### src/rtl/prog_counter_ctl.sv
// prog_counter_ctl: program counter for Richie Jr with hold, absolute jump,
// PC-relative branch and a hardware call/return stack. The PC, stack depth
// counter and sticky error flag are registered. The full/empty flags are
// decoded from the depth counter.
module prog_counter_ctl #(
    parameter int AW                = 4,
    parameter int OW                = 4,
    parameter int DEPTH             = 4,
    parameter logic [AW-1:0] RST_VEC = '0
) (
    input  logic                         clk,
    input  logic                         res,
    input  logic                         en,
    input  logic                         ld,
    input  logic [AW-1:0]                ld_addr,
    input  logic                         br,
    input  logic [OW-1:0]                br_off,
    input  logic                         call,
    input  logic                         ret,
    output logic [AW-1:0]                pc_out,
    output logic [$clog2(DEPTH+1)-1:0]   stk_cnt,
    output logic                         stk_full,
    output logic                         stk_empty,
    output logic                         stk_err
);

    // Counter width covers 0..DEPTH, index width covers 0..DEPTH-1.
    localparam int CW = $clog2(DEPTH + 1);
    localparam int IW = (DEPTH > 1) ? $clog2(DEPTH) : 1;

    // The single action taken on an enabled edge, already resolved by priority.
    typedef enum logic [3:0] {
        ACT_HOLD,
        ACT_BOTH_ERR,
        ACT_RET,
        ACT_RET_ERR,
        ACT_CALL,
        ACT_CALL_ERR,
        ACT_LOAD,
        ACT_BRANCH,
        ACT_INC
    } action_t;

    action_t         action;
    logic [AW-1:0]   pc_plus_one;
    logic [AW-1:0]   br_target;
    logic [AW-1:0]   stack_top;
    logic [IW-1:0]   push_idx;
    logic [IW-1:0]   pop_idx;
    logic [AW-1:0]   stack_mem [DEPTH];

    // Sequential successor and branch target; both wrap modulo 2^AW naturally.
    assign pc_plus_one = pc_out + AW'(1);
    assign br_target   = pc_out + AW'($signed(br_off));

    // The next free slot is at stk_cnt, the top of stack one below it.
    assign push_idx  = IW'(stk_cnt);
    assign pop_idx   = IW'(stk_cnt - CW'(1));
    assign stack_top = stack_mem[pop_idx];

    assign stk_full  = (stk_cnt == CW'(DEPTH));
    assign stk_empty = (stk_cnt == '0);

    // Resolve the request lines into exactly one action using the fixed priority.
    always_comb begin
        action = ACT_HOLD;
        if (en) begin
            if (call && ret) begin
                action = ACT_BOTH_ERR;
            end else if (ret) begin
                action = stk_empty ? ACT_RET_ERR : ACT_RET;
            end else if (call) begin
                action = stk_full ? ACT_CALL_ERR : ACT_CALL;
            end else if (ld) begin
                action = ACT_LOAD;
            end else if (br) begin
                action = ACT_BRANCH;
            end else begin
                action = ACT_INC;
            end
        end
    end

    // Update PC, stack depth and sticky error; reset discards the whole stack.
    always_ff @(posedge clk) begin
        if (res) begin
            pc_out  <= RST_VEC;
            stk_cnt <= '0;
            stk_err <= 1'b0;
        end else begin
            case (action)
                ACT_BOTH_ERR, ACT_RET_ERR, ACT_CALL_ERR: begin
                    stk_err <= 1'b1;
                    pc_out  <= pc_plus_one;
                end
                ACT_RET: begin
                    pc_out  <= stack_top;
                    stk_cnt <= stk_cnt - CW'(1);
                end
                ACT_CALL: begin
                    pc_out  <= ld_addr;
                    stk_cnt <= stk_cnt + CW'(1);
                end
                ACT_LOAD:   pc_out <= ld_addr;
                ACT_BRANCH: pc_out <= br_target;
                ACT_INC:    pc_out <= pc_plus_one;
                default:    pc_out <= pc_out;
            endcase
        end
    end

    // Store the return address on a successful call; contents need no reset.
    always_ff @(posedge clk) begin
        if (!res && (action == ACT_CALL)) begin
            stack_mem[push_idx] <= pc_plus_one;
        end
    end

endmodule

### config.mk
export PLATFORM = sky130hd
export DESIGN_NAME = prog_counter_ctl
export DESIGN_NICKNAME = d
export VERILOG_FILES = /design/src/rtl/prog_counter_ctl.sv
export SDC_FILE = /design/constraint.sdc
export NUM_CORES = 1
export LEC_CHECK = 0
export ABC_AREA = 0
export BUFFER_PORTS_ARGS = -buffer_cell sky130_fd_sc_hd__buf_2
export CORE_MARGIN = 2
export CORE_UTILIZATION = 45
export CTS_CLUSTER_SIZE = 25
export DETAILED_ROUTE_END_ITERATION = 12
export PLACE_DENSITY_LB_ADDON = 0.1
export SLEW_MARGIN = 15
export SYNTH_ARGS = -nofsm -noshare
export SYNTH_HDL_FRONTEND = slang
export SYNTH_SLANG_ARGS = --single-unit
export TNS_END_PERCENT = 5
### constraint.sdc
create_clock -name clk -period 4.9 [get_ports clk]
set_input_delay 0.735 -clock clk [delete_from_list [all_inputs] [get_ports clk]]
set_output_delay 0.735 -clock clk [all_outputs]
set_load 0.01 [all_outputs]
# --- After elaboration in Yosys (flattened, before gate mapping) ---
# Memory sizes are Yosys's and may differ from the RTL's.
# Cells that the tools add are included.
# W data, S select, Z words.
classes:
  n_addsub: 4
  eq_ne: 9
  muxes: 12
  n_reduce_logical: 9
op_table:
  columns: ["operator", "count"]
  rows:
  - ["$mux W4", 6]
  - ["$eq A4 B3 Y1 const B", 4]
  - ["$pmux W4 S4", 1]
  - ["$eq A4 B2 Y1 const B", 2]
  - ["$pmux W3 S2", 1]
  - ["$add A4 B1 Y4 const B", 1]
  - ["$add A4 B4 Y4", 1]
  - ["$eq A4 B1 Y1 const B", 1]
  - ["$eq A4 B4 Y1 const B", 1]
  - ["$mux W1", 4]
  - ["$reduce_bool A4 Y1", 1]
  - ["$reduce_or A4 Y1", 1]
  - ["$add A3 B1 Y3 const B", 1]
  - ["$eq A3 B3 Y1 const B", 1]
  - ["$logic_not A3 Y1", 1]
  - ["$reduce_or A3 Y1", 1]
  - ["$sub A3 B1 Y3 const B", 1]
  - ["$logic_and A1 B1 Y1", 2]
  - ["$reduce_bool A2 Y1", 1]
  - ["$reduce_or A2 Y1", 1]
  - ["$logic_not A1 Y1", 1]
totals:
  reg_bits: 8
  ramBits: 16
  inputBits: 15
  output_inout_bits: 10
  elab_cells: 38
  n_memories: 1
memory_table:
  columns: ["name", "depth", "width", "read_ports", "rd_clocked_by_memory_dff", "write_ports", "line", "text"]
  rows:
  - ["stack_mem", 4, 4, 1, 0, 1, "50", "logic [AW-1:0] stack_mem [DEPTH];"]

# --- Longest topological paths before layout ---
# Gate-level depths: netlist of the first run.
logic_depth:
  word_depth: 10
  depth_mapped: 8

# --- Least setup slack after synthesis of the first run ---
# No wires, ideal clock.
synth_timing:
  kind: "flip-flop to flip-flop"
  from: "register stk_cnt[0]"
  to: "memory stack_mem[3][0] (enable)"
  t_arrival_ns: 1.979
  path_slack_ns: 2.559
  stages_incl_launch_ff: 8
  period_less_slack_ns: 2.341
  cell_sequence: "dfxtp_1 -> buf_2 -> inv_1 -> ha_1 -> a21o_1 -> a211oi_2 -> nand3_1 -> nor3_1"
synth_between:
  elab_chain_len: 10
synth_rtl:
  columns: ["element", "line", "text"]
  rows:
  - ["start: declaration", "21", "output logic [$clog2(DEPTH+1)-1:0] stk_cnt,"]
  - ["start signal: assignment", "98", "stk_cnt <= stk_cnt - CW'(1);"]
  - ["start signal: assignment", "102", "stk_cnt <= stk_cnt + CW'(1);"]
  - ["$eq A3 B3 Y1", "61", "assign stk_full = (stk_cnt == CW'(DEPTH));"]
  - ["$mux W1", "73", "action = stk_full ? ACT_CALL_ERR : ACT_CALL;"]
  - ["$mux W4", "72", "end else if (call) begin"]
  - ["$mux W4", "70", "end else if (ret) begin"]
  - ["$mux W4", "68", "if (call && ret) begin"]
  - ["$mux W4", "67", "if (en) begin"]
  - ["$eq A4 B3 Y1", "114", "if (!res && (action == ACT_CALL)) begin"]
  - ["$logic_and A1 B1 Y1", "114", null]
  - ["$mux W1", "114", null]
  - ["$mux W1 (not written as such)", "115", "stack_mem[push_idx] <= pc_plus_one;"]
  - ["end: declaration", "50", null]
# Parallel ways exist; a longest one is shown, timed or not.

# --- Final worst setup path of the first run ---
layout_timing:
  from: "register stk_cnt[0]"
  to: "memory stack_mem[3][3] (enable)"
# The elaborated chain is that of the path after synthesis.

==> impl_metrics.toml, run 1 <==
[synthesis]
ys_ff_latch = 24
ys_async_sr_fraction_pct = 0
synth_top_cells_by_area = "edfxtp_1 34%, dfxtp_1 11%, ha_1 7.9%"
synth_warnings = 0
ys.flop_type = "edfxtp_1"
avgSynthCellArea_sq_um = 11.4
synth_edf_count = 16
synthCells = 125
synth.cell_area_sq_um = 1420
synth_most_common_cell = "edfxtp_1"
ys_types = 40
ys_seq_area_share_pct = 45.0
synth_top_area_share_pct = 33.8
yosys.area.top_type = "edfxtp_1"
synth_nets = 150
ys_top_cells_by_count = "16 x edfxtp_1, 13 x inv_1, 10 x nand3_1"

[routing]
ant_nets = 0
num_vias = 1036
drt-initial-drc-count = 59
viasPerCell = 5.40
drc = 0
dr.pass1.iters = 4
wire_per_inst_um = 15.8
wl_um = 3030

[critical_path]
end_kind = "flip-flop"
path_cells = "inv_1 > ha_1 > a21o_1 > a211oi_2 > nand3_1 > nor3_1"
rrSetupSlack_ns = 2.18
crit_path_top_delay_cell = "dfxtp_1"
arrival_ns = 2.70
crit_path_max_incr_delay_ns = 0.66
worstRegToRegCells = 6
crit_type = "reg2reg"
cp.required_ns = 4.87
worstPathMaxFanout = 9
cp-start-kind = "flip-flop"

[run]
cap_violations = 0

[clock_network]
cts_resized = 0
cts_root_buf = "clkbuf_4"
cts_buffers = 3
ctsLongestPathBuffers = 2
clk_latency_ns = 0.32
cts_tree = "built"
clkTransAtPathRegs_ns = 0.15
cts_setup_buffers = 0
cts_hold_buffers = 0
htree_levels = 1
clock_sinks = 24

[global_routing]
antenna_found_initial = 0
grt_start_max_net_pins = 15
grt_usage_pct = 17.9
grt_first_pass_wirelength_um = 4690
grt_pass1_vias = 994
overflow = 0

[timing]
finalSetupViolations = 0
fmax_mhz = 367
rsz0062_at_grt = "false"
period_needed_ns = 2.72
finalHoldViolCount = 0
skew_ns = 0.00595
fin_setup_tns_ns = 0
slew_headroom_pct = 64.0
final_max_slew_viol_count = 0
holdWs_ns = 0.495
worst_pin_slew_ns = 0.536
fin_crit_sh_pct = 55.6

[power_and_ir_drop]
p_sw_mw = 0.114
leakagePower_nw = 0.642
p_seq_share_pct = 50.7
pwr-share-clk_pct = 32.5
swShare_pct = 25.3
powerDensity_nw_per_um2 = 279
internal_power_mw = 0.338
vdd_drop_max_mv = 0.116
p_comb_share_pct = 16.8

[cells_and_area]
antenna_cells = 0
syn_to_final_growth_pct = 14.1
fillers = 292
nets = 174
drive_gt1_share_pct = 26.4

[min_path]
hp-class = "reg2reg"
holdPathStages = 2

[die]
core-area_sq_um = 3030
ios = 25
initial_core_util_pct = 47.0
die_h_um = 60.2
rows = 20
die_w_um = 60.2
dieArea_sq_um = 3630

[placed_design]
port_buffers = 24
gp_congestion = 0.786
dp_hpwl_um = 2330

[run_status]
status = "finished, final reports clean"
==> critical path, delay by kind of cell (launching register included) <==
family | cells | cell delay, ns
AND/OR/NAND/NOR | 2 | 0.67
flip-flops | 1 | 0.66
AO/OA/AOI/OAI | 2 | 0.60
adder cells (fa/ha/maj) | 1 | 0.28
buffers and inverters | 1 | 0.16
==> sequential cells by signal (all words and copies together), names as in the netlist <==
signal     count
stk_err        1
stk_cnt        3
stack_mem     16
pc_out         4
==> path summary, 6_finish.rpt <==
kind / start / to
worst max-delay path: stk_cnt[0] / stack_mem[3][3]
worst min register to register: stk_err / stk_err
worst max register to register: stk_cnt[0] / stack_mem[3][3]
worst min-delay path: stk_err / stk_err
==> power by group through the flow <==
stage                     logic (mW)  clock network (mW)  registers, mW
after floorplan               0.0507                   0          0.234
after global placement        0.0761                   0          0.234
after detailed placement      0.0769                   0          0.234
after CTS                     0.0769               0.150          0.230
after global routing          0.0850               0.156          0.231
final                         0.0762               0.147          0.230
==> area by class of cell <==
cell class | instances | area [sq um] | area share (%)
clock inverters | 1 | 30.0 | 1.85
clock buffers | 3 | 22.5 | 1.39
well taps | 44 | 55.1 | 3.39
flip-flops and latches | 24 | 641 | 39.5
multi-input cells | 83 | 706 | 43.5
inverters | 13 | 48.8 | 3.01
repair buffers | 24 | 120 | 7.40
==> cells by family after synthesis <==
kind of cell	share of synthesized area, %
AO/OA/AOI/OAI	13.4
XOR/XNOR	4.31
adder cells (fa/ha/maj)	9.32
buffers and inverters	5.36
flip-flops	45.0
multiplexers	8.18
AND/OR/NAND/NOR	14.4
==> layout by cell type, fill, tap and decap left out, types with 2 or more instances in the layout <==
| cell | n |
|---|---|
| buf_2 | 24 |
| edfxtp_1 | 16 |
| inv_1 | 13 |
| nand3_1 | 10 |
| ha_1 | 9 |
| dfxtp_1 | 8 |
| nor2_1 | 7 |
| and2_1 | 4 |
| xnor2_1 | 4 |
| a31oi_1 | 4 |
| mux4_2 | 4 |
| nor2b_1 | 3 |
| nor3_1 | 3 |
| xor2_1 | 3 |
| o211ai_1 | 3 |
| o21ai_0 | 3 |
| nand2_1 | 3 |
| clkbuf_4 | 3 |
| a21o_1 | 2 |
| nor4_1 | 2 |
| a21oi_1 | 2 |
==> per-stage QoR <==
| stage | setup WS (ns) | utilization, % | power [mW] | instances | area (sq um) |
|---|---|---|---|---|---|
| after detailed placement | 2.23 | 51.9 | 0.311 | 188 | 1570 |
| after floorplan | 2.56 | - | 0.285 | 125 | 1420 |
| after global routing | 1.96 | 53.6 | 0.472 | 192 | 1620 |
| after global placement | 2.42 | 51.9 | 0.310 | 188 | 1570 |
| final | 2.18 | 53.6 | 0.453 | 192 | 1620 |
| after CTS | 2.20 | 53.6 | 0.457 | 192 | 1620 |
==> per-layer routing <==
layer  wire length [um]  track usage [%]
met1               1440             24.8
met2               1450             29.0
met3                 93             2.16
met4                 40             5.71
met5                  0                0
(Power assumes the default switching activity.)
==> run 2, diff against run 1 <==
- clock period: 4.9 -> 2.2 ns (I/O delays scaled with it)
==> impl_metrics.toml, run 2 (same netlist as run 1, synthesis figures left out) <==
[critical_path]
crit_type = "reg2reg"
end_kind = "flip-flop"
worstRegToRegCells = 7
regToRegStartpoint = "stk_cnt[0]"
cp-endpoint = "stack_mem[2][2]"
arrival_ns = 2.06
worstPathMaxFanout = 5
cp-start-kind = "flip-flop"
startpoint = "stk_cnt[0]"
cp.required_ns = 2.22
rrSetupSlack_ns = 0.16
regToRegEndpoint = "stack_mem[2][2]"

[power_and_ir_drop]
p_seq_share_pct = 50.2
power.total_mw = 1.01
powerDensity_nw_per_um2 = 607
leakagePower_nw = 0.663
p_sw_mw = 0.246
p_comb_share_pct = 18.3
pwr-share-clk_pct = 31.5
vdd_drop_max_mv = 0.366
swShare_pct = 24.5
internal_power_mw = 0.760

[cells_and_area]
final_cells = 196
nets = 178
top_register = "stack_mem"
top_regs = "stack_mem: 16 flops, pc_out: 4 flops, stk_cnt: 3 flops"
syn_to_final_growth_pct = 16.5
drive_gt1_share_pct = 28.9
largest_register_ff_count = 16
regArea_sq_um = 641
fillers = 281
final_area_sq_um = 1660
antenna_cells = 0
multi_input_comb_area_sq_um = 711
mostFrequentLayoutCell = "buf_2"
mostFrequentLayoutCells = "24 x buf_2, 16 x edfxtp_1, 13 x inv_1, 10 x nand3_1, 9 x ha_1"

[die]
die_w_um = 60.2
core-area_sq_um = 3030
dieArea_sq_um = 3630
initial_core_util_pct = 47.0
die_h_um = 60.2
rows = 20
ios = 25

[clock_network]
cts_tree = "built"
cts_resized = 0
ctsLongestPathBuffers = 2
clk_latency_ns = 0.31
cts_root_buf = "clkbuf_4"
cts_setup_buffers = 0
cts_buffers = 3
clkTransAtPathRegs_ns = 0.14
htree_levels = 1
cts_hold_buffers = 0
clock_sinks = 24

[routing]
ant_nets = 0
viasPerCell = 5.30
drt-initial-drc-count = 36
wl_um = 2960
drc = 0
num_vias = 1039
wire_per_inst_um = 15.1
dr.pass1.iters = 4

[min_path]
hp-class = "in2reg"

[timing]
period_needed_ns = 2.04
fin_crit_sh_pct = 92.8
worst_pin_slew_ns = 0.512
finalSetupViolations = 0
rsz0062_at_grt = "false"
fmax_mhz = 490
skew_ns = 0.00848
finalHoldViolCount = 0
fin_setup_tns_ns = 0
slew_headroom_pct = 65.6
final_max_slew_viol_count = 0
holdWs_ns = 0.261

[global_routing]
grt_usage_pct = 17.9
grt_first_pass_wirelength_um = 4640
overflow = 0
grt_pass1_vias = 985
grt_start_max_net_pins = 15
antenna_found_initial = 0

[placed_design]
placed_cells_incl_taps = 192
port_buffers = 24
placedInstanceArea_sq_um = 1610
dp_hpwl_um = 2310
gp_congestion = 0.828

[run]
cap_violations = 0

[run_status]
status = "finished, final reports clean"
==> run 2: changes by cell type in the layout (fill, tap and decap cells not counted) <==
cell	delta
buf_4	+4
nor3_1	-1
nor3_2	+1
==> run 2: layout make-up <==
type	count	area share (%)
clock buffer	3	1.36
timing repair buffer	28	9.06
clock inverter	1	1.81
tap	44	3.32
multi-input combinational	83	42.9
sequential	24	38.6
inverter	13	2.94
==> run 2: worst max-delay path, cell delays in order, from the launching register on <==
cell and delay [ns]:
dfxtp_1 0.35, inv_1 0.07, ha_1 0.25, a21o_1 0.24, a211oi_2 0.24, nand3_1 0.19
nor2_1 0.18, and2_1 0.25
==> run 2: worst min-delay path by stage <==
stage,from,endpoint,slack (ns),depth (start not counted)
after global placement,stk_err,stk_err,0.44,2
after floorplan,ld_addr[0],pc_out[0],0.49,2
after detailed placement,stk_err,stk_err,0.45,2
after global routing,ld_addr[0],pc_out[0],0.27,3
final,ld_addr[1],pc_out[1],0.26,3
after CTS,ld_addr[1],pc_out[1],0.25,3
==> run 2: per-stage QoR <==
stage / worst slack, ns / util (%)
finish: 0.159 / 54.8
global route: 0.00470 / 54.8
CTS: 0.153 / 54.8
detailed placement: 0.137 / 53.0
global placement: 0.196 / 53.0
floorplan: 0.00710 / -
==> run 2: layer usage <==
metal,routed length [um],share of wire (%),GRT usage (%)
met1,1440,48,26.4
met2,1380,46,27.2
met3,128,4.3,2.16
met4,20,0.67,5.71
met5,0,0,0
==> run 2: power groups by stage <==
| stage | registers (mW) | logic (mW) | clock network, mW |
|---|---|---|---|
| 4_1_cts | 0.505 | 0.186 | 0.324 |
| 3_3_place_gp | 0.515 | 0.183 | 0 |
| 6_report | 0.505 | 0.184 | 0.317 |
| 5_1_grt | 0.506 | 0.205 | 0.338 |
| 3_5_place_dp | 0.516 | 0.184 | 0 |
| 2_1_floorplan | 0.521 | 0.114 | 0 |
